## config.mk

```make
export PLATFORM = sky130hd
export DESIGN_NAME = sif_initiator
export DESIGN_NICKNAME = d
export VERILOG_FILES = /design/src/rtl/sif_pkg.sv /design/src/rtl/sif_cmd_fifo.sv /design/src/rtl/sif_initiator.sv
export SDC_FILE = /design/constraint.sdc
export NUM_CORES = 1
export LEC_CHECK = 0
export ABC_AREA = 1
export BUFFER_PORTS_ARGS = -buffer_cell sky130_fd_sc_hd__buf_2
export CAP_MARGIN = 25
export CORE_ASPECT_RATIO = 0.6
export CORE_UTILIZATION = 45
export DETAILED_ROUTE_END_ITERATION = 10
export HOLD_SLACK_MARGIN = 0.1
export MAX_ROUTING_LAYER = met4
export PLACE_DENSITY = 0.67
export SYNTH_ARGS = -nofsm -noshare
export SYNTH_HDL_FRONTEND = slang
export SYNTH_HIERARCHICAL = 1
export SYNTH_SLANG_ARGS = --single-unit
export TNS_END_PERCENT = 30
```

## constraint.sdc

```tcl
create_clock -name clk -period 3.9 [get_ports clk]
set_input_delay 0.195 -clock clk [delete_from_list [all_inputs] [get_ports clk]]
set_output_delay 0.195 -clock clk [all_outputs]
set_load 0.02 [all_outputs]
```

## src/rtl/sif_pkg.sv

```systemverilog
// Shared types for the SIF initiator: FSM states and the queued command word.
package sif_pkg;

    localparam int unsigned SIF_AW = 16;
    localparam int unsigned SIF_DW = 16;

    typedef enum logic [1:0] {
        IDLE,
        RD_WAIT,
        RSP
    } sif_state_e;

    typedef struct packed {
        logic              wr;
        logic [SIF_AW-1:0] addr;
        logic [SIF_DW-1:0] wdata;
    } sif_cmd_t;

endpackage

```

## src/rtl/sif_cmd_fifo.sv

```systemverilog
// Synchronous command FIFO; the extra pointer bit separates full from empty.
module sif_cmd_fifo
    import sif_pkg::*;
#(
    parameter int unsigned FIFO_DEPTH = 4
) (
    input  logic     clk,
    input  logic     rst,
    input  logic     push,
    input  logic     pop,
    input  sif_cmd_t din,
    output sif_cmd_t dout,
    output logic     full,
    output logic     empty
);

    localparam int unsigned PW = $clog2(FIFO_DEPTH);

    logic [PW:0] wr_ptr;
    logic [PW:0] rd_ptr;
    sif_cmd_t    mem [FIFO_DEPTH];
    logic        do_push;
    logic        do_pop;

    assign empty   = (wr_ptr == rd_ptr);
    assign full    = (wr_ptr[PW] != rd_ptr[PW]) && (wr_ptr[PW-1:0] == rd_ptr[PW-1:0]);
    assign do_push = push && !full;
    assign do_pop  = pop && !empty;
    assign dout    = mem[rd_ptr[PW-1:0]];

    always_ff @(posedge clk or posedge rst) begin
        if (rst) begin
            wr_ptr <= '0;
            rd_ptr <= '0;
        end else begin
            if (do_push) wr_ptr <= wr_ptr + 1'b1;
            if (do_pop)  rd_ptr <= rd_ptr + 1'b1;
        end
    end

    always_ff @(posedge clk) begin
        if (do_push) mem[wr_ptr[PW-1:0]] <= din;
    end

endmodule

```

## src/rtl/sif_initiator.sv

```systemverilog
// SIF bus initiator: queued commands, back-to-back writes, one read in flight.
module sif_initiator
    import sif_pkg::*;
#(
    parameter int unsigned AW         = SIF_AW,
    parameter int unsigned DW         = SIF_DW,
    parameter int unsigned FIFO_DEPTH = 4,
    parameter int unsigned RD_LAT     = 1
) (
    input  logic          clk,
    input  logic          rst,
    input  logic          cmd_valid,
    output logic          cmd_ready,
    input  logic          cmd_wr,
    input  logic [AW-1:0] cmd_addr,
    input  logic [DW-1:0] cmd_wdata,
    output logic          rsp_valid,
    input  logic          rsp_ready,
    output logic [AW-1:0] rsp_addr,
    output logic [DW-1:0] rsp_rdata,
    output logic          xa_wr_s,
    output logic          xa_rd_s,
    output logic [AW-1:0] xa_addr,
    output logic [DW-1:0] xa_data_wr,
    input  logic [DW-1:0] xa_data_rd,
    output logic          busy,
    output logic [15:0]   wr_cnt,
    output logic [15:0]   rd_cnt
);

    sif_state_e state_q, state_d;
    logic [2:0] cnt_q, cnt_d;
    logic       ready_en;
    sif_cmd_t   cmd_in, head;
    logic       fifo_full, fifo_empty, fifo_pop;
    logic       can_issue, issue_wr, issue_rd, capture;

    assign cmd_in    = '{wr: cmd_wr, addr: cmd_addr, wdata: cmd_wdata};
    assign cmd_ready = ready_en && !fifo_full;
    assign rsp_valid = (state_q == RSP);
    assign busy      = !fifo_empty || (state_q != IDLE);

    sif_cmd_fifo #(.FIFO_DEPTH(FIFO_DEPTH)) u_fifo (
        .clk   (clk),
        .rst   (rst),
        .push  (cmd_valid && cmd_ready),
        .pop   (fifo_pop),
        .din   (cmd_in),
        .dout  (head),
        .full  (fifo_full),
        .empty (fifo_empty)
    );

    // The response handshake cycle dispatches like IDLE so its strobe lands the next cycle.
    always_comb begin
        state_d   = state_q;
        cnt_d     = cnt_q;
        fifo_pop  = 1'b0;
        issue_wr  = 1'b0;
        issue_rd  = 1'b0;
        capture   = 1'b0;
        can_issue = (state_q == IDLE) || ((state_q == RSP) && rsp_ready);

        if (state_q == RD_WAIT) begin
            if (cnt_q != '0) begin
                cnt_d = cnt_q - 1'b1;
            end else begin
                capture = 1'b1;
                state_d = RSP;
            end
        end
        if ((state_q == RSP) && rsp_ready) state_d = IDLE;

        if (can_issue && !fifo_empty) begin
            fifo_pop = 1'b1;
            if (head.wr) begin
                issue_wr = 1'b1;
            end else begin
                issue_rd = 1'b1;
                state_d  = RD_WAIT;
                cnt_d    = 3'(RD_LAT);
            end
        end
    end

    always_ff @(posedge clk or posedge rst) begin
        if (rst) begin
            state_q    <= IDLE;
            cnt_q      <= '0;
            ready_en   <= 1'b0;
            xa_wr_s    <= 1'b0;
            xa_rd_s    <= 1'b0;
            xa_addr    <= '0;
            xa_data_wr <= '0;
            rsp_addr   <= '0;
            rsp_rdata  <= '0;
            wr_cnt     <= '0;
            rd_cnt     <= '0;
        end else begin
            state_q    <= state_d;
            cnt_q      <= cnt_d;
            ready_en   <= 1'b1;
            xa_wr_s    <= issue_wr;
            xa_rd_s    <= issue_rd;
            xa_addr    <= (issue_wr || issue_rd) ? head.addr : '0;
            xa_data_wr <= issue_wr ? head.wdata : '0;
            if (issue_rd) rsp_addr  <= head.addr;
            if (capture)  rsp_rdata <= xa_data_rd;
            if (issue_wr) wr_cnt    <= wr_cnt + 1'b1;
            if (issue_rd) rd_cnt    <= rd_cnt + 1'b1;
        end
    end

endmodule

```

; ---- After elaboration in Yosys (flattened, before gate mapping)
; Memory sizes are Yosys's and may differ from the RTL's.
; Index checks and enable logic that the tools add are counted.
[totals]
ram_bits = 132
inputBits = 53
out_inout_bits = 101
memories = 1
register_bits = 110
elab_cells = 59
[classes]
n_eq_ne = 5
mux = 20
reduce_logical = 15
n_addsub = 5
[mem_list]
columns = memory, words, width, rd, rd_clocked_by_memory_dff, write_ports, line_no
row1 = u_fifo.mem, 4, 33, 1, 0, 1, sif_cmd_fifo.sv:21  ; sif_cmd_t mem [FIFO_DEPTH];
[ops]
columns = op, n
row1 = $add 16x1->16 const B, 2
row2 = $mux 16, 2
row3 = $mux 3, 4
row4 = $mux 2, 5
row5 = $mux 1, 9
row6 = $logic_and 1x1->1, 7
row7 = $add 3x1->3 const B, 2
row8 = $eq 3x3->1, 1
row9 = $logic_or 1x1->1, 3
row10 = $reduce_bool 3->1, 1
row11 = $sub 3x1->3 const B, 1
row12 = $eq 2x1->1 const B, 1
row13 = $eq 2x2->1, 1
row14 = $eq 2x2->1 const B, 1
row15 = $logic_not 1->1, 2
row16 = $logic_not 2->1, 1
row17 = $reduce_bool 2->1, 1
row18 = $ne 1x1->1, 1

; ---- Logic depth before layout (Yosys ltp)
[logic_depth]
word_depth = 8
ltp_mapped = 13

; ---- By module
; The synthesis kept the hierarchy.
[by_module_without_submodules]
columns = mod, seq_area_each_um2, n_inst, cells_each, area_each_um2
row1 = sif_cmd_fifo, 4113.9, 1, 382, 5410.2
row2 = sif_initiator, 2602.5, 1, 507, 4463.0

; ---- Least setup slack after synthesis
; OpenSTA, ideal clock, no wires.
[synth_timing]
kind = flip-flop to flip-flop
start = register u_fifo.rd_ptr[0]
end = memory u_fifo/mem[0][0] (netlist bit), enable pin
t_arrival_ps = 2812
stages_incl_launch_ff = 8
setup_time_ps = 423
path_buffers = 1
path_slack_ps = 665
t_required_ps = 3477
path_cell_list = dfrtp_1 > buf_6 > xnor2_4 > nand3_4 > inv_1 > nor3b_1 > nand2_4 > nor2_1
[synth_between]
elab_chain_cells = 8
[synth_rtl]
columns = item, line_no
row1 = "start, declared", sif_cmd_fifo.sv:20  ; logic [PW:0] rd_ptr;
row2 = "start signal, assigned", sif_cmd_fifo.sv:37  ; if (do_pop) rd_ptr <= rd_ptr + 1'b1;
row3 = $eq 2x2->1 *, sif_cmd_fifo.sv:26  ; assign full = (wr_ptr[PW] != rd_ptr[PW]) && (wr_ptr[PW-1:0] == rd_ptr[PW-1:0]);
row4 = $logic_and 1x1->1 *, sif_cmd_fifo.sv:26
row5 = via fifo_full, sif_initiator.sv:35  ; logic fifo_full, fifo_empty, fifo_pop;
row6 = $logic_not 1->1 *, "sif_cmd_fifo.sv:27, sif_initiator.sv:39"
row7 = $logic_and 1x1->1, sif_initiator.sv:39  ; assign cmd_ready = ready_en && !fifo_full;
row8 = $logic_and 1x1->1, sif_initiator.sv:46  ; .push (cmd_valid && cmd_ready),
row9 = $logic_and 1x1->1 *, sif_cmd_fifo.sv:27  ; assign do_push = push && !full;
row10 = $mux 1 *, sif_cmd_fifo.sv:42  ; if (do_push) mem[wr_ptr[PW-1:0]] <= din;
row11 = $mux 1 (not written as such) *, sif_cmd_fifo.sv:42
row12 = "end, declared", sif_cmd_fifo.sv:21
; Mark *: on every way through the listed nets, which the timed path passes. The rest lies on a longest branch.

==> qor.csv <==
metric,value,unit
status,completed,
grt_pass1_wl,34.1,mm
cp-end-kind,register,
rows,41,
drt_wl_total,21.8,mm
synth_warnings,6,
synth_top_cell_by_area,edfxtp_1,
switching_share,23.2,%
synth-seq-cells,242,
syn_avg_cell_area,11.1,µm²
drt-vias-per-instance,4.87,
die_w,193,µm
area_growth,23.5,%
grt_max_degree,56,
cp-start-kind,register,
postCtsSetupBuffers,0,
numPortBuffers,153,
ir_drop,0.419,mV
hold_class,in2async,
grt.overflow.total,0,
clockPowerShare,41.6,%
syn_area,9870,µm²
hold_ws,0.185,ns
power_frac_comb,7.8,%
cts_buffers,24,
cp-startpoint,u_fifo/rd_ptr[0],
clock_skew,0.0118,ns
place_hpwl,13.9,mm
finalHoldViolations,0,
maxCapViolCount,0,
netlist.area_leader.share,40.1,%
final.min_clock_period,2.87,ns
wl_per_cell,15.6,µm
finalNetCount,1156,
antenna_left,0,
antenna_found_initial,1,
multi_input_area,2550,µm²
r2r.worst_path.cells,8,
timing.rr.start,u_fifo/rd_ptr[0],
worstMarginPinSlew,0.853,ns
nFillCells,1831,
start_util,46.5,%
synthCells,889,
fmax,349,MHz
clock-root-buffer,clkbuf_16,
drt_iter0_drc,461,
drc_errors,0,
chipHeight,117,µm
cts_tree,yes,
r2r_end,wr_cnt[13],
setup_viol,0,
layout-drive-gt1-share,21.4,%
slew_viol_final,0,
routabilityCongestion,0.841,
gr-usage-all-layers,20.0,%
clkLatencyLatePin,0.52,ns
placedCellCount,1296,
p_switching,1.34,mW
relSlewSlack,43.2,%
syn_nets,951,
firstDrtPassIters,7,
coreArea,21200,µm²
p_per_area,474,nW/µm²
rsz0062_at_grt,no,
grt_pass1_vias,6278,
power_frac_seq,50.6,%
path_clk_slew,0.06,ns
synth_edf_count,132,
dieArea,22600,µm²
internal_power,4.44,mW
finalSetupTns,0,ns
critical_path_arrival,3.28,ns
p_leak,5.49,nW
cts_resized,0,
r2r_slack,1.03,ns
path_class,reg2reg,
ys_top_cells_by_count,"nand2_1 (158), edfxtp_1 (132), nor2_1 (125), o21ai_0 (114), dfrtp_1 (110)",
async_flop_share,45.5,%
period_share,73.5,%
synth_ff_type,edfxtp_1,
htree_levels,1,
clock_path_buffers,3,
cts_sinks,242,
synthTopCellsByArea,"edfxtp_1 (40%), dfrtp_1 (28%), nand2_1 (6.0%)",
required,4.31,ns
crit_fanout,35,
yosysMostFrequentCell,nand2_1,
layoutNonFillerInstCount,1392,
synth_cell_types,38,
crit_end,wr_cnt[13],
vias,6776,
seq_area_frac_synth,68.0,%
hold_buffers,51,
ff_latch_area,6720,µm²
pin_count,154,
logic make-up after synthesis:
group                    Yosys count  synth area share, %
AO/OA/AOI/OAI                    154                 8.43
XOR/XNOR                          13                 1.34
adder cells (fa/ha/maj)            9                 1.14
buffers and inverters            132                 6.32
flip-flops                       242                 68.0
other                              1               0.0380
AND/OR/NAND/NOR                  338                 14.7
through the flow:
step | worst slack (ns) | area [µm²] | utilization [%] | power, mW
floorplan | 0.665 | 9870 | - | 3.22
global placement | 1.13 | 10800 | 51.0 | 3.38
detailed placement | 1.05 | 10800 | 51.0 | 3.39
CTS | 1.06 | 12200 | 57.4 | 5.83
global route | 0.796 | 12200 | 57.4 | 6.00
finish | 1.03 | 12200 | 57.4 | 5.78
cells in the final DEF, fill, tap and decap left out, types with 2 or more instances in the layout:
cell           Yosys  final
clkbuf_1           7      2
o21ai_0          114    114
nand4_1            2      2
nand2_4            2      2
nand3_1           21     21
clkinv_1           1      3
clkinvlp_4         0      3
dlygate4sd3_1      0     51
buf_2             12    153
nor2_4             1      4
nor2_2            12     12
nand3b_1           7      7
o21ai_1            3      3
clkinv_2           0      2
clkbuf_4           1      2
clkbuf_16          0     26
bufinv_16          0      2
inv_1             93     91
ha_1               9      9
xnor2_1            5      5
nor2_1           125    122
clkbuf_8           0      3
buf_4              1     11
nand2_2            2      2
dfrtp_1          110    109
nand3_4            2      2
edfxtp_1         132    132
xor2_1             7      7
nand3_2            3      3
nand2_1          158    158
inv_4              2      3
o22ai_1           33     33
worst min-delay path by stage:
stage               slack (ns)               end  cells after the start
detailed placement        0.16  u_fifo/wr_ptr[1]                      2
CTS                       0.18  u_fifo/rd_ptr[2]                      3
global placement          0.16  u_fifo/wr_ptr[2]                      2
global route              0.21  u_fifo/rd_ptr[0]                      3
finish                    0.19  u_fifo/rd_ptr[2]                      3
floorplan                -0.01  u_fifo/rd_ptr[0]                      1
layout make-up:
cell class | count | share of cell area (%)
flip-flops and latches | 242 | 55.1
multi-input cells | 515 | 21.0
repair buffers | 215 | 11.1
clock buffers | 33 | 5.86
inverters | 96 | 3.02
well taps | 279 | 2.86
clock inverters | 11 | 1.05
diodes | 1 | 0.0205
flip-flops by register name, indices dropped and copies added (netlist names):
signal	cells
xa_rd_s	1
rsp_rdata	16
cnt_q	3
xa_addr	16
ready_en	1
u_fifo/rd_ptr	3
xa_data_wr	16
rsp_addr	16
u_fifo/wr_ptr	3
u_fifo/mem	132
wr_cnt	16
state_q	2
xa_wr_s	1
rd_cnt	16
power groups by stage:
stage               combinational (mW)  sequential, mW  clock, mW
floorplan                        0.251            2.96          0
CTS                              0.456            2.92       2.45
global placement                 0.409            2.97          0
global route                     0.507            2.94       2.56
finish                           0.452            2.92       2.41
detailed placement               0.414            2.97          0
worst max-delay path: stages, from the launching register on:
cell and delay [ns]:
dfrtp_2 0.65, inv_4 0.38, o21ai_0 0.13, o22ai_1 0.49, nand3_2 0.54, clkinv_1 0.36, nand2_1 0.09, nand2_1 0.06
nand2_1 0.05
metal layers:
metal / vias to the layer above / routed length (µm) / track usage [%]
met5: - / 0 / -
met3: 36 / 826 / 3.26
met4: 0 / 427 / 5.12
met1: 3244 / 11300 / 30.3
li1: 3349 / - / -
met2: 147 / 9200 / 27.6
No activity file was read; power rests on OpenSTA's default activity.
